File: src/rtl/raisin64_mem_pkg.sv
// Shared types for the single-port memory arbiter.
//   owner_t : which port owns the response slot in the next cycle
//   W64..W8 : RAM access-width encodings (the same encoding the ram block uses)
//   grant_t : one-hot grant returned by the winner picker
package raisin64_mem_pkg;

  typedef enum logic [1:0] {
    OWN_NONE = 2'd0,
    OWN_IF   = 2'd1,
    OWN_D    = 2'd2,
    OWN_DBG  = 2'd3
  } owner_t;

  localparam logic [1:0] W64 = 2'b00;
  localparam logic [1:0] W32 = 2'b01;
  localparam logic [1:0] W16 = 2'b10;
  localparam logic [1:0] W8  = 2'b11;

  typedef struct packed {
    logic ifetch;
    logic data;
    logic dbg;
  } grant_t;

endpackage

File: src/rtl/mem_arb_pick.sv
// Combinational winner select for the memory arbiter.
//   en       : arbitration enable (low forces no grant, used during reset)
//   if_req   : ifetch request
//   d_req    : data request (read or write)
//   dbg_req  : debug request
//   dbg_halt : debug owns memory; CPU ports are locked out
//   starved  : ifetch has waited the maximum number of data grants
//   gnt      : one-hot grant (all zero when nobody wins)
module mem_arb_pick
  import raisin64_mem_pkg::*;
(
  input  logic   en,
  input  logic   if_req,
  input  logic   d_req,
  input  logic   dbg_req,
  input  logic   dbg_halt,
  input  logic   starved,
  output grant_t gnt
);

  always_comb begin
    gnt = '0;
    if (en) begin
      if (dbg_halt)
        gnt.dbg = dbg_req;
      // data normally wins; ifetch wins when idle data or once starved
      else if (if_req && (starved || !d_req))
        gnt.ifetch = 1'b1;
      else if (d_req)
        gnt.data = 1'b1;
    end
  end

endmodule

File: src/rtl/mem_arbiter.sv
// Shares one synchronous RAM between ifetch, data and debug ports.
// Grants and the RAM drive are combinational in the request cycle; the
// response pulse for the winner comes one cycle later, alongside mem_rdata.
//   if_*   : instruction fetch request / grant / response
//   d_*    : data read/write request / grant / completion
//   dbg_*  : debug request (only while dbg_halt) / grant / completion
//   mem_*  : single RAM port; mem_rdata valid one cycle after mem_cs
module mem_arbiter
  import raisin64_mem_pkg::*;
#(
  parameter int ADDR_W       = 64,
  parameter int DATA_W       = 64,
  parameter int STARVE_LIMIT = 4
) (
  input  logic              clk,
  input  logic              rst_n,
  input  logic              if_req,
  input  logic [ADDR_W-1:0] if_addr,
  output logic              if_gnt,
  output logic [DATA_W-1:0] if_rdata,
  output logic              if_rvalid,
  input  logic              d_rstrobe,
  input  logic              d_wstrobe,
  input  logic [ADDR_W-1:0] d_addr,
  input  logic [DATA_W-1:0] d_wdata,
  input  logic [1:0]        d_width,
  output logic              d_gnt,
  output logic [DATA_W-1:0] d_rdata,
  output logic              d_done,
  input  logic              dbg_halt,
  input  logic              dbg_ce,
  input  logic              dbg_we,
  input  logic [ADDR_W-1:0] dbg_addr,
  input  logic [DATA_W-1:0] dbg_wdata,
  output logic              dbg_gnt,
  output logic [DATA_W-1:0] dbg_rdata,
  output logic              dbg_rvalid,
  output logic              mem_cs,
  output logic              mem_we,
  output logic [1:0]        mem_width,
  output logic [ADDR_W-1:0] mem_addr,
  output logic [DATA_W-1:0] mem_wdata,
  input  logic [DATA_W-1:0] mem_rdata
);

  localparam int CNT_W = $clog2(STARVE_LIMIT + 1);

  owner_t           owner;
  logic [CNT_W-1:0] starve_cnt;
  logic             starved;
  logic             d_req;
  grant_t           gnt;

  assign d_req   = d_rstrobe | d_wstrobe;
  assign starved = (starve_cnt == CNT_W'(STARVE_LIMIT));

  // rst_n gates the grant so nothing reaches the RAM while in reset
  mem_arb_pick u_pick (
    .en       (rst_n),
    .if_req   (if_req),
    .d_req    (d_req),
    .dbg_req  (dbg_ce),
    .dbg_halt (dbg_halt),
    .starved  (starved),
    .gnt      (gnt)
  );

  assign if_gnt  = gnt.ifetch;
  assign d_gnt   = gnt.data;
  assign dbg_gnt = gnt.dbg;

  always_comb begin
    mem_cs    = 1'b0;
    mem_we    = 1'b0;
    mem_width = W64;
    mem_addr  = '0;
    mem_wdata = '0;
    if (gnt.ifetch) begin
      mem_cs   = 1'b1;
      mem_addr = if_addr;
    end else if (gnt.data) begin
      mem_cs    = 1'b1;
      mem_we    = d_wstrobe;  // both strobes high counts as a write
      mem_width = d_width;
      mem_addr  = d_addr;
      mem_wdata = d_wdata;
    end else if (gnt.dbg) begin
      mem_cs    = 1'b1;
      mem_we    = dbg_we;
      mem_addr  = dbg_addr;
      mem_wdata = dbg_wdata;
    end
  end

  always_ff @(posedge clk or negedge rst_n) begin
    if (!rst_n) begin
      owner      <= OWN_NONE;
      starve_cnt <= '0;
    end else begin
      if (gnt.ifetch)    owner <= OWN_IF;
      else if (gnt.data) owner <= OWN_D;
      else if (gnt.dbg)  owner <= OWN_DBG;
      else               owner <= OWN_NONE;

      if (!if_req || gnt.ifetch)
        starve_cnt <= '0;
      else if (gnt.data && !starved)
        starve_cnt <= starve_cnt + CNT_W'(1);
    end
  end

  // owner is the registered record of the grant, so these are registered pulses
  assign if_rvalid  = (owner == OWN_IF);
  assign d_done     = (owner == OWN_D);
  assign dbg_rvalid = (owner == OWN_DBG);

  assign if_rdata  = mem_rdata;
  assign d_rdata   = mem_rdata;
  assign dbg_rdata = mem_rdata;

endmodule

File: config.mk
export PLATFORM = sky130hd
export DESIGN_NAME = mem_arbiter
export DESIGN_NICKNAME = d
export VERILOG_FILES = /design/src/rtl/raisin64_mem_pkg.sv /design/src/rtl/mem_arb_pick.sv /design/src/rtl/mem_arbiter.sv
export SDC_FILE = /design/constraint.sdc
export NUM_CORES = 1
export LEC_CHECK = 0
export ABC_AREA = 1
export CORE_AREA = 2 2 281 283
export CTS_BUF_LIST = sky130_fd_sc_hd__clkbuf_4 sky130_fd_sc_hd__clkbuf_8
export CTS_CLUSTER_DIAMETER = 40
export DETAILED_ROUTE_END_ITERATION = 6
export DIE_AREA = 0 0 283 285
export GPL_TIMING_DRIVEN = 1
export MAX_ROUTING_LAYER = met4
export PLACE_DENSITY = 0.3
export SLEW_MARGIN = 0
export SYNTH_ARGS = -nofsm -noshare
export SYNTH_HDL_FRONTEND = slang
export SYNTH_SLANG_ARGS = --single-unit
File: constraint.sdc
create_clock -name clk -period 4.7 [get_ports clk]
set_input_delay 0.94 -clock clk [delete_from_list [all_inputs] [get_ports clk]]
set_output_delay 0.94 -clock clk [all_outputs]
set_load 0.01 [all_outputs]
After elaboration in Yosys (flattened, before gate mapping)
Cells that the tools add are included.
{"block": "word_totals", "reg_bits": 5, "in_bits": 394, "output_inout_bits": 330}
{"block": "op_classes", "n_addsub": 1, "n_eq_ne": 4, "n_mux": 25, "bitwise": 1, "reduce_logical": 8}
{"op": "$mux 64", "n": 6}
{"op": "$mux 2", "n": 6}
{"op": "$mux 1", "n": 10}
{"op": "$mux 3", "n": 3}
{"op": "$eq 2x2->1 const B", "n": 2}
{"op": "$add 3x1->3 const B", "n": 1}
{"op": "$eq 3x3->1 const B", "n": 1}
{"op": "$logic_not 1->1", "n": 3}
{"op": "$eq 2x1->1 const B", "n": 1}
{"op": "$logic_and 1x1->1", "n": 2}
{"op": "$logic_or 1x1->1", "n": 2}
{"op": "$reduce_bool 2->1", "n": 1}
{"op": "$or 1x1->1", "n": 1}

Depth between registers and ports, before layout
{"block": "depth", "depth_word": 10, "depth_mapped": 8, "depth_no_buf": 7}

By module
Synthesis repeated with hierarchy kept, for this count alone.
{"block": "unflattened", "hier_cells": 752, "hier_area_um2": 3976.3}
{"mod": "mem_arbiter", "instances": 1, "cells_each": 741, "area_per_inst_um2": 3930.0, "seq_area_each_um2": 125.1}
{"mod": "mem_arb_pick", "instances": 1, "cells_each": 11, "area_per_inst_um2": 46.3, "seq_area_each_um2": 0.0}

Worst setup path before layout
No wires, ideal clock.
{"block": "synth_timing", "path_type": "input-to-output", "start": "input port dbg_halt", "end": "output port mem_wdata[10]", "arrival_time_ns": 1.721, "t_required_ns": 3.760, "path_slack_ns": 2.039, "stages": 6, "cell_sequence": "inv_1 > nand2_2 > nor2_4 > nand2_2 > buf_2 > o21ai_1"}
{"block": "synth_via", "elab_chain_len": 5, "word_cells_on_any_way": 6}
{"item": "from (decl)", "line_no": "mem_arbiter.sv:30", "rtl": "input logic dbg_halt,"}
{"item": "$mux 1", "line_no": "mem_arb_pick.sv:24", "rtl": "if (dbg_halt)"}
{"item": "$mux 3 *", "line_no": "mem_arb_pick.sv:23", "rtl": "if (en) begin"}
{"item": "$mux 64", "line_no": "mem_arbiter.sv:87", "rtl": "end else if (gnt.dbg) begin"}
{"item": "$mux 64", "line_no": "mem_arbiter.sv:81", "rtl": "end else if (gnt.data) begin"}
{"item": "$mux 64 *", "line_no": "mem_arbiter.sv:78", "rtl": "if (gnt.ifetch) begin"}
{"item": "to (decl)", "line_no": "mem_arbiter.sv:42", "rtl": "output logic [DATA_W-1:0] mem_wdata,"}
Mark *: on every way between the ends. The rest lies on a longest branch, timed or not.

Worst setup path in the final report
{"block": "layout_timing", "start": "input port rst_n", "end": "output port mem_wdata[5]"}
{"block": "layout_via", "elab_chain_len": 4}
{"item": "from (decl)", "line_no": "mem_arbiter.sv:16", "rtl": "input logic rst_n,"}
{"item": "$mux 3 *", "line_no": "mem_arb_pick.sv:23"}
{"item": "$mux 64", "line_no": "mem_arbiter.sv:87"}
{"item": "$mux 64", "line_no": "mem_arbiter.sv:81"}
{"item": "$mux 64 *", "line_no": "mem_arbiter.sv:78"}
Marks and branches as above.

==> results <==
- Setup repair after global routing left no endpoint under its margin.
- The setup check on the worst reg-to-reg path leaves a slack of 3.18 ns.
- The number of hold buffers added after cts is 0.
- The worst-case IR drop observed on VDD is 0.0387 mV.
- The clock net sink count is 5.
- In this run the vertical extent of the chip is 285 µm.
- The transition time at the pin with the least slew margin is 0.453 ns.
- Measured against the total synthesized area, the mux share comes to 0.
- The startpoint identified for the worst register-to-register timing path is starve_cnt[0].
- The cell depth of the worst hold path is 2.
- The number of input and output port buffers inserted is 467.
- The worst hold path begins at starve_cnt[1].
- The clock reaches the later pin of the worst-skew pair after 0.22 ns.
- Setup violations remaining at the end of the flow were counted as 0.
- In this run, post-CTS repair resized a total of 0 instances.
- For this block, the initial DRC count from the detailed router was between 150 and 200.
- During synthesis, Yosys emitted a total of 0 warnings.
- Of the total synthesized cell area, the portion taken by full adders, half adders and majority gates is 0.00618.
- The number of setup buffers added after CTS is 0.
- The post-route DRC violation count is 0.
- Counting I/O delays and the setup requirement, the final critical path takes ~4.3 ns.
- The relative area change from synthesis to final layout is 115%.
- The largest total area in the synthesized netlist belongs to sky130_fd_sc_hd__buf_4.
- The path category of the worst min-delay check is register to register.
- The via count of the first global-routing pass was 5899.
- The number of H-tree levels is 1.
- Leaving out fill and tap cells, the most frequent cells in the layout are 461 x sky130_fd_sc_hd__clkdlybuf4s50_1, 206 x sky130_fd_sc_hd__nand3_1, 144 x sky130_fd_sc_hd__nand2_1.
- The cell count after placement is 2030.
- STA classifies the critical path startpoint as an input port.
- The number of cells produced by synthesis is 739.
- Tracing the worst setup path back leads to its startpoint at rst_n.
- The length in cells of the worst reg-to-reg path is 7.
- TritonCTS built the clock tree.
- The area of the core is approximately 78000 µm².
- The total power divided by cell area is ~91 nW/µm².
- The total via count after detailed routing is about 5.7k.
- The largest driver fanout on the critical path is 29.
- By area, the combinational part of the netlist is dominated by buffers and inverters.
- The flow ran to the end, and the final reports show no timing, DRC or antenna violations.
- The number of placement rows is approximately 100.
- Detailed placement finished with a half-perimeter wire length of about 30000 µm.
- Clock skew on the completed layout was measured at 0.00124 ns.
- The final worst-path cycle share is 0.925.
- In the final design database the tool counted 1381 nets.
- The global-route total usage across every layer is 0.0822.
- For this configuration, the core starts out at a cell density of 0.0519.
- The share of synthesized area in the top cell type comes to 0.371.
- Counting every net in the synthesized netlist gives roughly 1.1k.
- The number of buffers created by CTS is 3.
- The routed design has between 30000 and 40000 µm of wire.
- Based on the critical path, the design can be clocked at up to 230 MHz.
- The final-report max-slew violation count was 0.
- The number of routed nets with antenna violations is 0.
- The share of the synthesized area in compound gates (AO/OA/AOI/OAI) is 0.0742.
- The post-placement worst setup slack is between 0.3 and 0.4 ns.
- The class of the most critical setup path is input port to output port.
- The final total negative setup slack is 0 ns.
- The floorplan step defined a die boundary enclosing 80700 µm².
- The count of boundary I/O pins is 724.
- The number of antenna violations at the first check in global routing came to 10.
- Before antenna repair, the detailed router went through 4 iterations.
- The worst hold path terminates at starve_cnt[1].
- The routability congestion estimate is 0.881.
- Counting distinct cell types in the post-synthesis netlist gives 16.
- Global routing finished with a remaining overflow of 0.
- The post-route worst setup slack is ~0.35 ns.
- Of the total synthesized cell area, the portion taken by XOR and XNOR cells is 0.00216.
- In the post-synthesis netlist, the biggest area contributors are sky130_fd_sc_hd__buf_4 37%, sky130_fd_sc_hd__nand3_1 25%, sky130_fd_sc_hd__nand2_1 13%, sky130_fd_sc_hd__o21ai_1 6.9%, sky130_fd_sc_hd__inv_1 6.3%.
- The static leakage power is 3.17 nW.
- The required time reported for the critical path endpoint is ~3.8 ns.
- The clock transition at the register clock pins on the worst setup and hold paths after CTS is 0.04 ns.
- The first global-routing pass estimated 46500 µm of wire.
- The share of cells above drive strength 1 is 0.0325.
- The detailed-route wire length per cell is roughly 17 µm.
- Entering global routing, the biggest net connects 73 pins.
- The maximum buffer depth of the clock tree is 2.
- The kind of capture point of the worst setup path is an output port.
- Measured against its own limit, the worst slew margin works out to 0.698.
- The power after layout is 0.791 mW.
- The cell area after synthesis is approximately 4000 µm².
- Of the total synthesized cell area, the portion taken by AND, OR, NAND and NOR gates is 0.405.
- The number of max-cap violations is 0.
- From left edge to right edge, the die measures 283 µm.
- The share of synthesized area occupied by flip-flops and latches is 0.0309.
- The final hold violation count came to 0.
- The worst path arrival time is roughly 3.4 ns.
- The endpoint identified for the worst register-to-register timing path is owner[0].
- The synthesis-stage register bit count is 5.
- The cell chosen for the clock root is sky130_fd_sc_hd__clkbuf_8.
- The average instance in the mapped netlist occupies roughly 5.5 µm².
- The commonest non-fill, non-tap cell in the layout is sky130_fd_sc_hd__clkdlybuf4s50_1.
- Using the TritonRoute via totals, the vias-per-cell ratio works out to between 2 and 3.
- The number of standard cells in the layout, taps in and fillers out is slightly above 2k.
## routing by layer
metal  wire [µm]  part of all wire  track usage  vias up
met5           0                 0            -        -
met4        1240             0.036       0.0310        0
met3        3920              0.11       0.0368       84
met2       15800              0.46        0.133      425
met1       13500              0.39       0.0886     2544
li1            -                 -            -     2687
## state kept, by name, summed over array words and instances (netlist names)
signal	cells
starve_cnt	3
owner	2
## metrics by stage
step / utilization / hold slack, ns / instance area, µm²
floorplan: - / 0.536 / 4050
global placement: 0.111 / 0.567 / 8640
detailed placement: 0.111 / 0.606 / 8640
CTS: 0.111 / 0.600 / 8690
global route: 0.112 / 0.634 / 8710
finish: 0.112 / 0.596 / 8710
## Yosys cell counts, drive strengths merged
cell type	n
dfrtp	5
nand2	146
buf	227
ha	2
inv	70
nor2	8
nand3	207
o21ai	60
xor2	1
clkbuf	13
## layout make-up
type | instances | area [µm²]
antenna | 9 | 22.5
clock buffer | 3 | 41.3
clock inverter | 1 | 5.00
fill | 9128 | 69300
inverter | 70 | 265
multi-input combinational | 424 | 2000
sequential | 5 | 125
tap | 1050 | 1310
timing repair buffer | 481 | 4940
## power breakdown
group,switching [mW],internal (mW)
logic,0.254,0.410
registers,0.00130,0.0452
clock network,0.0236,0.0571
## worst max path at each step
stage	endpoint	slack [ns]	depth (start not counted)
floorplan	mem_wdata[10]	2.04	6
global placement	mem_wdata[22]	0.37	7
detailed placement	mem_wdata[22]	0.31	7
CTS	mem_wdata[22]	0.29	7
global route	mem_wdata[22]	0.14	7
finish	mem_wdata[5]	0.35	7
## critical path, stage by stage
cell	delay (ns)
sky130_fd_sc_hd__clkdlybuf4s50_1	0.68
sky130_fd_sc_hd__nand2_2	0.18
sky130_fd_sc_hd__nor2_4	0.19
sky130_fd_sc_hd__nand2_4	0.27
sky130_fd_sc_hd__buf_12	0.27
sky130_fd_sc_hd__o21ai_1	0.23
sky130_fd_sc_hd__clkdlybuf4s50_1	0.62
## logic make-up (layout without fill, tap and decap cells)
kind of cell,count (synthesis),count (layout)
buffers and inverters,310,555
other,0,9
and+or+nand+nor,361,361
DFF,5,5
AOI/OAI and AO/OA,60,60
adders and majority gates,2,2
xor gates and xnor gates,1,1
Power figures use the tool's default switching activity.
